[src/rtl/baudrg_pkg.sv]
// Shared defaults and divisor helper for the fractional baud-rate generator.
// The divisor helper returns DIV_INT * 2^NB_FRAC + DIV_FRAC, rounded to nearest.
package baudrg_pkg;

  localparam int DEFAULT_NB_DIV     = 16;
  localparam int DEFAULT_NB_FRAC    = 4;
  localparam int DEFAULT_OVERSAMPLE = 16;
  localparam int DEFAULT_NB_OVS     = 4;
  localparam int DEFAULT_DIV_INT    = 325;
  localparam int DEFAULT_DIV_FRAC   = 8;
  localparam int MIN_DIV_INT        = 2;

  // Upper bits give i_div_int, the low DEFAULT_NB_FRAC bits give i_div_frac.
  function automatic int unsigned calcDivisor(input int unsigned clkHz,
                                              input int unsigned baud,
                                              input int unsigned oversample);
    longint unsigned den;
    longint unsigned num;
    den = longint'(baud) * longint'(oversample);
    num = longint'(clkHz) << DEFAULT_NB_FRAC;
    if (den == 0) return 0;
    return int'((num + den / 2) / den);
  endfunction

endpackage

[src/rtl/baudrg_ovs_counter.sv]
// Mod-OVERSAMPLE counter stepped by each oversample tick; decodes the
// bit-complete and mid-bit positions from the current (pre-increment) count.
module baudrg_ovs_counter
  import baudrg_pkg::*;
#(
  parameter int OVERSAMPLE = DEFAULT_OVERSAMPLE,
  parameter int NB_OVS     = DEFAULT_NB_OVS
) (
  input  logic i_clk,
  input  logic i_reset_n,
  input  logic i_clear,
  input  logic i_advance,
  output logic o_bit_dec,
  output logic o_mid_dec
);

  logic [NB_OVS-1:0] r_ovs;

  always_ff @(posedge i_clk or negedge i_reset_n) begin
    if (!i_reset_n) begin
      r_ovs <= '0;
    end else if (i_clear) begin
      r_ovs <= '0;
    end else if (i_advance) begin
      if (r_ovs == NB_OVS'(OVERSAMPLE - 1)) r_ovs <= '0;
      else                                  r_ovs <= r_ovs + NB_OVS'(1);
    end
  end

  assign o_bit_dec = (r_ovs == NB_OVS'(OVERSAMPLE - 1));
  assign o_mid_dec = (r_ovs == NB_OVS'(OVERSAMPLE / 2 - 1));

endmodule

[src/rtl/baudrg_frac_module.sv]
// Runtime-programmable fractional baud-rate generator: oversample tick with
// average period DIV_INT + DIV_FRAC/2^NB_FRAC, plus bit and mid-bit ticks.
module baudrg_frac_module
  import baudrg_pkg::*;
#(
  parameter int NB_DIV           = DEFAULT_NB_DIV,
  parameter int NB_FRAC          = DEFAULT_NB_FRAC,
  parameter int OVERSAMPLE       = DEFAULT_OVERSAMPLE,
  parameter int NB_OVS           = DEFAULT_NB_OVS,
  parameter int DEFAULT_DIV_INT  = baudrg_pkg::DEFAULT_DIV_INT,
  parameter int DEFAULT_DIV_FRAC = baudrg_pkg::DEFAULT_DIV_FRAC
) (
  input  logic               i_clk,
  input  logic               i_reset_n,
  input  logic               i_enable,
  input  logic               i_load,
  input  logic [NB_DIV-1:0]  i_div_int,
  input  logic [NB_FRAC-1:0] i_div_frac,
  input  logic               i_resync,
  output logic               o_tick,
  output logic               o_bit_tick,
  output logic               o_mid_tick,
  output logic               o_cfg_err
);

  logic [NB_DIV-1:0]  r_cnt;
  logic [NB_DIV-1:0]  r_div_q;
  logic [NB_FRAC-1:0] r_acc;
  logic [NB_FRAC-1:0] r_frac_q;
  logic               r_cfg_err;
  logic               r_tick;
  logic               r_bit_tick;
  logic               r_mid_tick;

  logic [NB_FRAC:0]   w_acc_sum;
  logic               w_carry;
  logic [NB_DIV-1:0]  w_last;
  logic               w_load_ok;
  logic               w_wrap;
  logic               w_bit_dec;
  logic               w_mid_dec;

  // A carry out of the phase accumulator stretches this period by one clock.
  assign w_acc_sum = {1'b0, r_acc} + {1'b0, r_frac_q};
  assign w_carry   = w_acc_sum[NB_FRAC];
  assign w_last    = r_div_q - NB_DIV'(1) + NB_DIV'(w_carry);
  assign w_load_ok = i_load && (i_div_int >= NB_DIV'(MIN_DIV_INT));
  assign w_wrap    = i_enable && !w_load_ok && !i_resync && (r_cnt == w_last);

  always_ff @(posedge i_clk or negedge i_reset_n) begin
    if (!i_reset_n) begin
      r_cnt     <= '0;
      r_acc     <= '0;
      r_div_q   <= NB_DIV'(DEFAULT_DIV_INT);
      r_frac_q  <= NB_FRAC'(DEFAULT_DIV_FRAC);
      r_cfg_err <= 1'b0;
    end else if (w_load_ok) begin
      r_cnt     <= '0;
      r_acc     <= '0;
      r_div_q   <= i_div_int;
      r_frac_q  <= i_div_frac;
      r_cfg_err <= 1'b0;
    end else begin
      // A rejected load only flags the error; counting carries on untouched.
      if (i_load) r_cfg_err <= 1'b1;
      if (i_resync) begin
        r_cnt <= '0;
      end else if (i_enable) begin
        if (r_cnt == w_last) begin
          r_cnt <= '0;
          r_acc <= w_acc_sum[NB_FRAC-1:0];
        end else begin
          r_cnt <= r_cnt + NB_DIV'(1);
        end
      end
    end
  end

  baudrg_ovs_counter #(
    .OVERSAMPLE (OVERSAMPLE),
    .NB_OVS     (NB_OVS)
  ) u_ovs (
    .i_clk     (i_clk),
    .i_reset_n (i_reset_n),
    .i_clear   (w_load_ok || i_resync),
    .i_advance (w_wrap),
    .o_bit_dec (w_bit_dec),
    .o_mid_dec (w_mid_dec)
  );

  always_ff @(posedge i_clk or negedge i_reset_n) begin
    if (!i_reset_n) begin
      r_tick     <= 1'b0;
      r_bit_tick <= 1'b0;
      r_mid_tick <= 1'b0;
    end else begin
      r_tick     <= w_wrap;
      r_bit_tick <= w_wrap && w_bit_dec;
      r_mid_tick <= w_wrap && w_mid_dec;
    end
  end

  assign o_tick     = r_tick;
  assign o_bit_tick = r_bit_tick;
  assign o_mid_tick = r_mid_tick;
  assign o_cfg_err  = r_cfg_err;

endmodule

[config.mk]
export PLATFORM = sky130hd
export DESIGN_NAME = baudrg_frac_module
export DESIGN_NICKNAME = d
export VERILOG_FILES = /design/src/rtl/baudrg_pkg.sv /design/src/rtl/baudrg_ovs_counter.sv /design/src/rtl/baudrg_frac_module.sv
export SDC_FILE = /design/constraint.sdc
export NUM_CORES = 1
export LEC_CHECK = 0
export CAP_MARGIN = 20
export CORE_ASPECT_RATIO = 1.75
export CORE_MARGIN = 5
export CORE_UTILIZATION = 45
export CTS_CLUSTER_SIZE = 25
export DETAILED_ROUTE_END_ITERATION = 16
export GPL_ROUTABILITY_DRIVEN = 0
export PLACE_DENSITY = 0.75
export SLEW_MARGIN = 20
export SYNTH_ARGS = -nofsm -noshare
export SYNTH_HDL_FRONTEND = slang
export SYNTH_SLANG_ARGS = --single-unit
[constraint.sdc]
create_clock -name i_clk -period 8.67 [get_ports i_clk]
set_clock_uncertainty 0.05 [all_clocks]
set_input_delay 1.3005 -clock i_clk [delete_from_list [all_inputs] [get_ports i_clk]]
set_output_delay 1.3005 -clock i_clk [all_outputs]
set_load 0.005 [all_outputs]
==> results of run 1 <==
## cell type report
class / count / area, um2 / share of cell area
Clock buffer: 5 / 125 / 0.0342
Timing Repair Buffer: 30 / 293 / 0.0799
Inverter: 10 / 37.5 / 0.0102
Sequential cell: 48 / 1210 / 0.330
Multi-Input combinational cell: 264 / 1850 / 0.505
Tap cell: 84 / 105 / 0.0287
Clock inverter: 3 / 46.3 / 0.0126
## routing by layer
layer  track usage  up-vias  routed length [um]
met5             0        -                   0
met4        0.0794        0                 191
met3        0.0249       15                 199
met2         0.299       56                3820
met1         0.192     1279                2890
li1              -     1287                   -
## layout by cell type (no fill, tap or decap), types with 8 or more instances in the layout
cell type	Yosys	final
nand2_1	34	34
a21oi_1	10	10
xor2_1	12	12
and3_1	9	9
mux2_2	21	21
inv_1	10	10
clkdlybuf4s50_1	0	27
nor2b_1	11	11
dfrtp_1	43	43
xnor2_1	11	11
nor2_1	19	19
nor4_1	18	18
nand3_1	22	22
ha_1	8	8
## path summary, 6_finish.rpt
kind | startpoint | end | slack (ps) | cells after the start
min | r_frac_q[0]$_DFFE_PN0P_ | r_frac_q[0]$_DFFE_PN0P_ | 470 | 1
max reg2reg | r_acc[0]$_DFFE_PN0P_ | r_acc[1]$_DFFE_PN0P_ | 4100 | 15
min reg2reg | r_frac_q[0]$_DFFE_PN0P_ | r_frac_q[0]$_DFFE_PN0P_ | 470 | 1
min in group asynchronous | i_reset_n | r_cnt[11]$_DFFE_PN0P_ | 970 | 1
max in group asynchronous | i_reset_n | r_cnt[9]$_DFFE_PN0P_ | 7180 | 1
max | r_acc[0]$_DFFE_PN0P_ | r_acc[1]$_DFFE_PN0P_ | 4100 | 15
## worst reg2reg max path: stages, from the launching register on
cell	delay, ps
dfrtp_1	400
ha_1	210
inv_1	70
fa_1	190
inv_1	60
a21o_1	150
a21oi_1	140
ha_1	200
ha_1	290
or4b_1	600
nor4_1	340
xnor2_1	190
and4_1	230
nand4b_2	470
nor4_4	500
mux2_2	390
## registers in the layout (all words and copies together) (netlist names)
register / count
o_cfg_err: 1
r_acc: 4
r_div_q: 16
o_bit_tick: 1
r_cnt: 16
u_ovs.r_ovs: 4
r_frac_q: 4
o_mid_tick: 1
o_tick: 1
## cell families (layout without fill, tap and decap cells)
logic type / count (synthesis) / count (layout)
XOR/XNOR: 23 / 23
AO/OA/AOI/OAI: 53 / 53
AND/OR/NAND/NOR: 155 / 155
flip-flops: 48 / 48
adder cells (fa/ha/maj): 9 / 9
multiplexers: 24 / 24
buffers and inverters: 31 / 48
## through the flow
step / area (um2) / worst slack [ps] / hold slack, ps / utilization
floorplan: 3170 / 4820 / 430 / -
global placement: 3490 / 4250 / 432 / 0.509
detailed placement: 3490 / 4130 / 446 / 0.509
CTS: 3660 / 4110 / 466 / 0.534
global route: 3660 / 3760 / 491 / 0.534
finish: 3660 / 4100 / 471 / 0.534
## power by group through the flow
stage | logic (mW) | clock network, mW | registers [mW]
floorplan | 0.0539 | 0 | 0.248
global placement | 0.0775 | 0 | 0.252
detailed placement | 0.0795 | 0 | 0.253
CTS | 0.0800 | 0.230 | 0.249
global route | 0.0881 | 0.238 | 0.251
finish | 0.0796 | 0.226 | 0.249
==> impl_metrics.json, run 1 <==
{
  "grt_pass1_vias": 2662,
  "synth_top_cells_by_area": "dfrtp_1, mux2_2, dfstp_2, nand2_1, nor4_1",
  "cts_tree": "yes",
  "synth_common_cells": "dfrtp_1, nand2_1, nand3_1",
  "initial_core_util": 0.462,
  "fmax_mhz": 219,
  "clk_latency_ps": 300,
  "cts_hold_buf": 0,
  "synth_nets": 377,
  "die_h_um": 121,
  "yosysWarnings": 0,
  "slew_violations": 0,
  "root_buffer": "clkbuf_16",
  "synthMostInstantiatedCell": "dfrtp_1",
  "timing.critical_path.fanout_max": 19,
  "first_pass_iters": 4,
  "path_clk_slew_ps": 80,
  "period_share": 0.527,
  "core-area_um2": 6860,
  "setup_tns_ps": 0,
  "synthCells": 343,
  "rsz0062_at_grt": "no",
  "grt_antenna_before_repair": 0,
  "crit_path_cell_trace": "ha_1, inv_1, fa_1, inv_1, a21o_1, a21oi_1, ha_1, ha_1, or4b_1, nor4_1, xnor2_1, and4_1, nand4b_2, nor4_4, mux2_2",
  "postCtsSetupBuffers": 0,
  "synth-simple-area-share": 0.273,
  "synth_top_family_by_area": "simple AND/OR/NAND/NOR gates",
  "status": "finished, final reports clean",
  "synth_xor_area_frac": 0.0636,
  "synth-compound-area-share": 0.122,
  "fin_crit_ps": 4570,
  "io_pins": 29,
  "yosys_most_used_dff": "dfrtp_1",
  "tightest_slew_ps": 1000,
  "cts-buffers-inserted": 5,
  "drt_iter0_drc": 134,
  "synth-seq-cells": 48,
  "grt_pass1_wl_mm": 12.1,
  "path_buf_inv": 2,
  "finalHoldViolCount": 0,
  "switching_power_mw": 0.145,
  "synth_fa_ha_area_frac": 0.0379,
  "drc": 0,
  "rows": 40,
  "num_vias": 2637,
  "synth_area_leader_cell": "dfrtp_1",
  "maxCapViolations": 0,
  "internal_power_mw": 0.410,
  "worst_path_most_repeated_cell": "ha_1",
  "grt_overflow": 0,
  "clockPowerShare": 0.408,
  "p_per_area_nw_per_um2": 151,
  "setup_viol": 0,
  "cp_slowest_cell": "or4b_1",
  "layout.nets": 393,
  "synth.mux.area_fraction": 0.0841,
  "switching_share": 0.261,
  "path_delay_family": "simple AND/OR/NAND/NOR gates",
  "chipWidth_um": 73.4,
  "grt_start_max_net_pins": 49,
  "num_antenna_cells": 0,
  "portBuffers": 28,
  "max_slew_margin": 0.329,
  "wl_per_cell_um": 16.0,
  "syn_to_final_growth_pct": 15.6,
  "power_mw": 0.555,
  "dp_cells": 436,
  "drive_gt1_frac": 0.131,
  "viasPerCell": 5.94,
  "ctsResizeCount": 0,
  "critical_path_required_ps": 8810,
  "numClockSinks": 48,
  "postRouteAntennaNets": 0,
  "netlist_area_um2": 3170,
  "worst_hold_path_type": "flip-flop to flip-flop",
  "htree_levels": 2,
  "clock_path_buffers": 2,
  "instances_no_fill": 444,
  "peakVddDrop_mv": 0.151,
  "syn_avg_cell_area_um2": 9.24,
  "cp.arrival_ps": 4710,
  "crit_path_start_kind": "flip-flop",
  "slowest_delay_ps": 600,
  "synth_edf_count": 0,
  "die-area_um2": 8890,
  "end_kind": "flip-flop",
  "pwr-share-comb": 0.144,
  "fillers": 580,
  "grt_use_total": 0.169,
  "synth_top_area_share": 0.340,
  "p_leak_nw": 1.53,
  "wl_mm": 7.11,
  "hpwlAfterDp_mm": 5.23,
  "crit_type": "flip-flop to flip-flop",
  "ys_async_sr_fraction": 1.00,
  "synth_cell_types": 54,
  "yosysSeqAreaShare": 0.381,
  "seq_power_share": 0.448
}
No activity file was read; power rests on OpenSTA's default activity.
==> inputs of run 2 (changes only) <==
==> constraint.sdc (replaced) <==
create_clock -name i_clk -period 4.65 [get_ports i_clk]
set_clock_uncertainty 0.05 [all_clocks]
set_input_delay 0.6975 -clock i_clk [delete_from_list [all_inputs] [get_ports i_clk]]
set_output_delay 0.6975 -clock i_clk [all_outputs]
set_load 0.005 [all_outputs]
==> impl_metrics.json, run 2 (synthesis results as in run 1) <==
{
  "status": "finished, final reports clean",
  "num_vias": 2667,
  "drive_gt1_frac": 0.138,
  "htree_levels": 2,
  "timing.critical_path.fanout_max": 8,
  "drc": 0,
  "fin_crit_ps": 4250,
  "postCtsSetupBuffers": 0,
  "tightest_slew_ps": 1030,
  "crit_path_cell_trace": "ha_1, inv_1, fa_1, inv_1, a21o_1, a21oi_1, ha_1, ha_1, or4b_1, nor4_1, xnor2_1, and4_1, nand4b_2, nor4_4, mux2_2",
  "instances_no_fill": 447,
  "setup_tns_ps": 0,
  "p_per_area_nw_per_um2": 306,
  "power_mw": 1.14,
  "first_pass_iters": 4,
  "grt_pass1_wl_mm": 12.3,
  "finalHoldViolCount": 0,
  "cts_tree": "yes",
  "cp.arrival_ps": 4380,
  "hpwlAfterDp_mm": 5.31,
  "layout_commonest_cell": "dfrtp_1",
  "grt_use_total": 0.174,
  "layout.nets": 396,
  "fmax_mhz": 235,
  "io_pins": 29,
  "rows": 40,
  "worst_path_most_repeated_cell": "ha_1",
  "worst_hold_path_type": "input port to async pin",
  "post-route-util": 0.544,
  "dp_cells": 439,
  "die_h_um": 121,
  "setup_viol": 0,
  "wl_per_cell_um": 16.2,
  "end_kind": "flip-flop",
  "maxCapViolations": 0,
  "syn_to_final_growth_pct": 17.6,
  "viasPerCell": 5.97,
  "grt_antenna_before_repair": 0,
  "rsz0062_at_grt": "no",
  "root_buffer": "clkbuf_16",
  "crit_path_start_kind": "flip-flop",
  "num_antenna_cells": 0,
  "cp_slowest_cell": "or4b_1",
  "grt_overflow": 0,
  "p_leak_nw": 1.57,
  "die-area_um2": 8890,
  "cts_hold_buf": 0,
  "wl_mm": 7.25,
  "clk_latency_ps": 300,
  "slowest_delay_ps": 620,
  "crit_type": "flip-flop to flip-flop",
  "path_clk_slew_ps": 70,
  "ctsResizeCount": 0,
  "critical_path_required_ps": 4780,
  "final_cell_mix": "dfrtp_1, nand2_1, clkdlybuf4s50_1, nand3_1, mux2_2",
  "portBuffers": 28,
  "max_slew_margin": 0.315,
  "numClockSinks": 48,
  "chipWidth_um": 73.4,
  "peakVddDrop_mv": 0.296,
  "postRouteAntennaNets": 0,
  "clock_path_buffers": 2,
  "core-area_um2": 6860,
  "top_regs": "r_cnt: 16 flops, r_div_q: 16 flops",
  "slew_violations": 0,
  "grt_start_max_net_pins": 49,
  "whs_ps": 365,
  "cts-buffers-inserted": 5,
  "period_share": 0.914,
  "initial_core_util": 0.462,
  "grt_pass1_vias": 2675,
  "drt_iter0_drc": 166
}
[run 2: changes by cell type in the layout (fill, tap and decap cells not counted), sizes merged]
| cell | before | now |
|---|---|---|
| inv | 11 | 10 |
| buf | 3 | 6 |
| clkinvlp | 1 | 0 |
| bufinv | 1 | 3 |
[run 2: where the power goes]
part | internal, mW | switching [mW]
clock network | 0.363 | 0.161
registers | 0.439 | 0.0250
logic | 0.0711 | 0.0806
[run 2: worst max-delay path: cells and delay by family (launching register included)]
kind	cells	cell delay [ps]
compound gates	2	350
xor+xnor	1	180
fa+ha+maj	4	910
buf+inv	2	130
flops	1	380
mux	1	380
simple gates	5	1760
[run 2: cell type report]
class / instances / area [um2]
Clock buffer: 5 / 125
Clock inverter: 3 / 90.1
Fill cell: 606 / 3130
Inverter: 10 / 37.5
Multi-Input combinational cell: 264 / 1850
Sequential cell: 48 / 1210
Tap cell: 84 / 105
Timing Repair Buffer: 33 / 315
[run 2: final timing paths]
kind                                            start  slack [ps]                    end  depth (start not counted)
worst max-delay path             r_acc[0]$_DFFE_PN0P_         400   r_acc[2]$_DFFE_PN0P_                         15
worst min-delay path                        i_reset_n         360   r_cnt[4]$_DFFE_PN0P_                          1
worst max register to register   r_acc[0]$_DFFE_PN0P_         400   r_acc[2]$_DFFE_PN0P_                         15
worst min register to register  o_cfg_err$_DFFE_PN0P_         470  o_cfg_err$_DFFE_PN0P_                          2
max in group asynchronous                   i_reset_n        3780   r_acc[2]$_DFFE_PN0P_                          1
min in group i_clk              o_cfg_err$_DFFE_PN0P_         470  o_cfg_err$_DFFE_PN0P_                          2
[run 2: metrics by stage]
step,setup slack [ps],cell area [um2]
4_1_cts,351,3730
3_3_place_gp,570,3510
3_5_place_dp,374,3510
2_1_floorplan,801,3170
6_report,398,3730
5_1_grt,149,3730
[run 2: metal layers]
metal / up-vias / part of all wire / GRT usage
li1: 1296 / - / -
met2: 53 / 0.56 / 0.314
met4: 0 / 0.023 / 0.0862
met3: 11 / 0.029 / 0.0224
met5: - / 0 / 0
met1: 1307 / 0.39 / 0.192
==> inputs of run 3 (changes only) <==
--- a/config.mk
+++ b/config.mk
@@ -13,7 +13,7 @@
 export DETAILED_ROUTE_END_ITERATION = 16
 export GPL_ROUTABILITY_DRIVEN = 0
 export PLACE_DENSITY = 0.75
-export SLEW_MARGIN = 20
 export SYNTH_ARGS = -nofsm -noshare
 export SYNTH_HDL_FRONTEND = slang
+export SYNTH_HIERARCHICAL = 1
 export SYNTH_SLANG_ARGS = --single-unit
==> impl_metrics.json, run 3 <==
{
  "maxCapViolations": 0,
  "top_regs": "r_cnt: 16 flops, r_div_q: 16 flops",
  "cts-buffers-inserted": 5,
  "rsz0062_at_grt": "no",
  "cts_tree": "yes",
  "grt_pass1_vias": 2411,
  "path_clk_slew_ps": 80,
  "finalHoldViolCount": 0,
  "rows": 38,
  "final_cell_mix": "nand2_1, dfrtp_1, clkdlybuf4s50_1, nor3_1, xnor2_1",
  "yosysSeqAreaShare": 0.418,
  "instances_no_fill": 435,
  "fmax_mhz": 232,
  "highest_layer": "met4",
  "whs_ps": 256,
  "synth-seq-cells": 48,
  "io_pins": 29,
  "yosysWarnings": 6,
  "power_mw": 0.856,
  "drc": 0,
  "chipWidth_um": 70.6,
  "crit_type": "flip-flop to flip-flop",
  "initial_core_util": 0.464,
  "fin_crit_ps": 4310,
  "synth_top_cells_by_area": "dfrtp_1, nand2_1, xnor2_1, dfstp_2, xor2_1",
  "clk_latency_ps": 310,
  "drt_iter0_drc": 169,
  "syn_to_final_growth_pct": 16.6,
  "num_antenna_cells": 0,
  "root_buffer": "clkbuf_8",
  "status": "finished, final reports clean",
  "routed-wl-met2_mm": 3.81,
  "clock_path_buffers": 2,
  "worst_path_most_repeated_cell": "ha_1",
  "wl_mm": 6.85,
  "tightest_slew_ps": 662,
  "slew_violations": 0,
  "synth_nets": 361,
  "setup_tns_ps": 0,
  "slowest_delay_ps": 590,
  "synthMostInstantiatedCell": "nand2_1",
  "portBuffers": 28,
  "peakVddDrop_mv": 0.170,
  "layout_commonest_cell": "nand2_1",
  "synth_area_leader_cell": "dfrtp_1",
  "wirelength_met1_mm": 2.68,
  "setup_viol": 0,
  "syn_avg_cell_area_um2": 8.84,
  "grt_overflow": 0,
  "netlist_area_um2": 2890,
  "rr_worst_depth": 15,
  "synth_edf_count": 0,
  "grt_antenna_before_repair": 0,
  "grt_start_max_net_pins": 49,
  "fillers": 568,
  "end_kind": "flip-flop",
  "layout.nets": 388,
  "max_slew_margin": 0.555,
  "critical_path_required_ps": 4790,
  "grt_use_total": 0.179,
  "htree_levels": 2,
  "synthCells": 327,
  "drive_gt1_frac": 0.0958,
  "p_leak_nw": 1.42,
  "die-area_um2": 8190,
  "met3_length_um": 167,
  "cp_slowest_cell": "or4_4",
  "crit_path_cell_trace": "ha_1, inv_1, fa_1, inv_1, a21o_1, a21oi_1, ha_1, ha_1, or3b_4, or4_1, o211ai_1, a31oi_1, or4_4, or4_4, mux2_4",
  "synth_common_cells": "nand2_1, dfrtp_1, nor3_1",
  "first_pass_iters": 4,
  "grt_pass1_wl_mm": 11.6,
  "core-area_um2": 6230,
  "synth_top_area_share": 0.372,
  "worst_hold_path_type": "input port to async pin",
  "die_h_um": 116,
  "dp_cells": 425,
  "ys_async_sr_fraction": 1.00,
  "numClockSinks": 48,
  "crit_path_start_kind": "flip-flop",
  "postRouteAntennaNets": 0,
  "viasPerCell": 5.54,
  "yosys_most_used_dff": "dfrtp_1",
  "hpwlAfterDp_mm": 5.08,
  "num_vias": 2409,
  "cp.arrival_ps": 4450,
  "timing.critical_path.fanout_max": 5,
  "wl_per_cell_um": 15.7,
  "synth_cell_types": 50,
  "p_per_area_nw_per_um2": 254,
  "period_share": 0.927
}
## run 3: cell count changes after synthesis, sizes merged, moves of 4 or more
cell    delta
and4       -5
and3       -7
mux2i      +4
mux2      -19
nor3      +14
o22ai      -6
xnor2      +6
clkbuf     -7
nand2     +37
nand3     -14
nor2b      -5
nand4     +10
o221ai     -5
nor4      -10
## run 3: worst paths after layout
kind	startpoint	to	slack [ps]
setup / recovery	r_acc[0]$_DFFE_PN0P_	r_acc[1]$_DFFE_PN0P_	340
hold / removal	i_reset_n	r_frac_q[0]$_DFFE_PN0P_	260
setup reg to reg	r_acc[0]$_DFFE_PN0P_	r_acc[1]$_DFFE_PN0P_	340
hold reg to reg	r_frac_q[3]$_DFFE_PN1P_	r_frac_q[3]$_DFFE_PN1P_	430
max in group asynchronous	i_reset_n	r_frac_q[3]$_DFFE_PN1P_	3740
min in group i_clk	r_frac_q[3]$_DFFE_PN1P_	r_frac_q[3]$_DFFE_PN1P_	430
## run 3: what timing repair did
| item | 4_1_cts | 5_1_grt |
|---|---|---|
| resized for setup | 0 | 5 |
| hold buffers | 0 | 0 |
| endpoints found under the setup margin | 0 | 5 |
| buffers inserted | 0 | 1 |
## run 3: final cells by class
cell class,count,area [um2],area share
multi-input cells,255,1600,0.476
flip-flops and latches,48,1210,0.358
repair buffers,34,333,0.0987
well taps,80,100,0.0297
clock buffers,8,90.1,0.0267
inverters,10,37.5,0.0111
## run 3: layer usage
| metal | GRT usage | vias to the layer above |
|---|---|---|
| met2 | 0.334 | 45 |
| met1 | 0.201 | 1173 |
| li1 | - | 1176 |
| met5 | 0 | - |
| met4 | 0.0728 | 0 |
| met3 | 0.0269 | 15 |
## run 3: where the power goes
part	internal [mW]	switching [mW]	total, mW
logic	0.0631	0.0755	0.139
registers	0.437	0.0236	0.460
clock network	0.121	0.135	0.257
## run 3: worst max-delay path, delay by kind of cell, from the launching register on
kind	cells	cell delay, ps
AOI/OAI and AO/OA	4	510
and+or+nand+nor	4	1990
buffers and inverters	2	140
DFF	1	390
adders and majority gates	4	810
muxes	1	320
## run 3: kinds of logic (layout without fill, tap and decap cells)
group | Yosys count | in the layout | synth area share
and+or+nand+nor | 174 | 174 | 0.308
AOI/OAI and AO/OA | 31 | 31 | 0.0679
buffers and inverters | 24 | 52 | 0.0346
muxes | 9 | 9 | 0.0333
adders and majority gates | 9 | 9 | 0.0415
xor gates and xnor gates | 32 | 32 | 0.0969
DFF | 48 | 48 | 0.418
## run 3: stage by stage
stage	util	worst slack (ps)	instance area (um2)
after floorplan	-	497	2890
after global placement	0.519	262	3230
after detailed placement	0.519	143	3230
after CTS	0.534	116	3320
after global routing	0.541	25.9	3370
final	0.541	341	3370
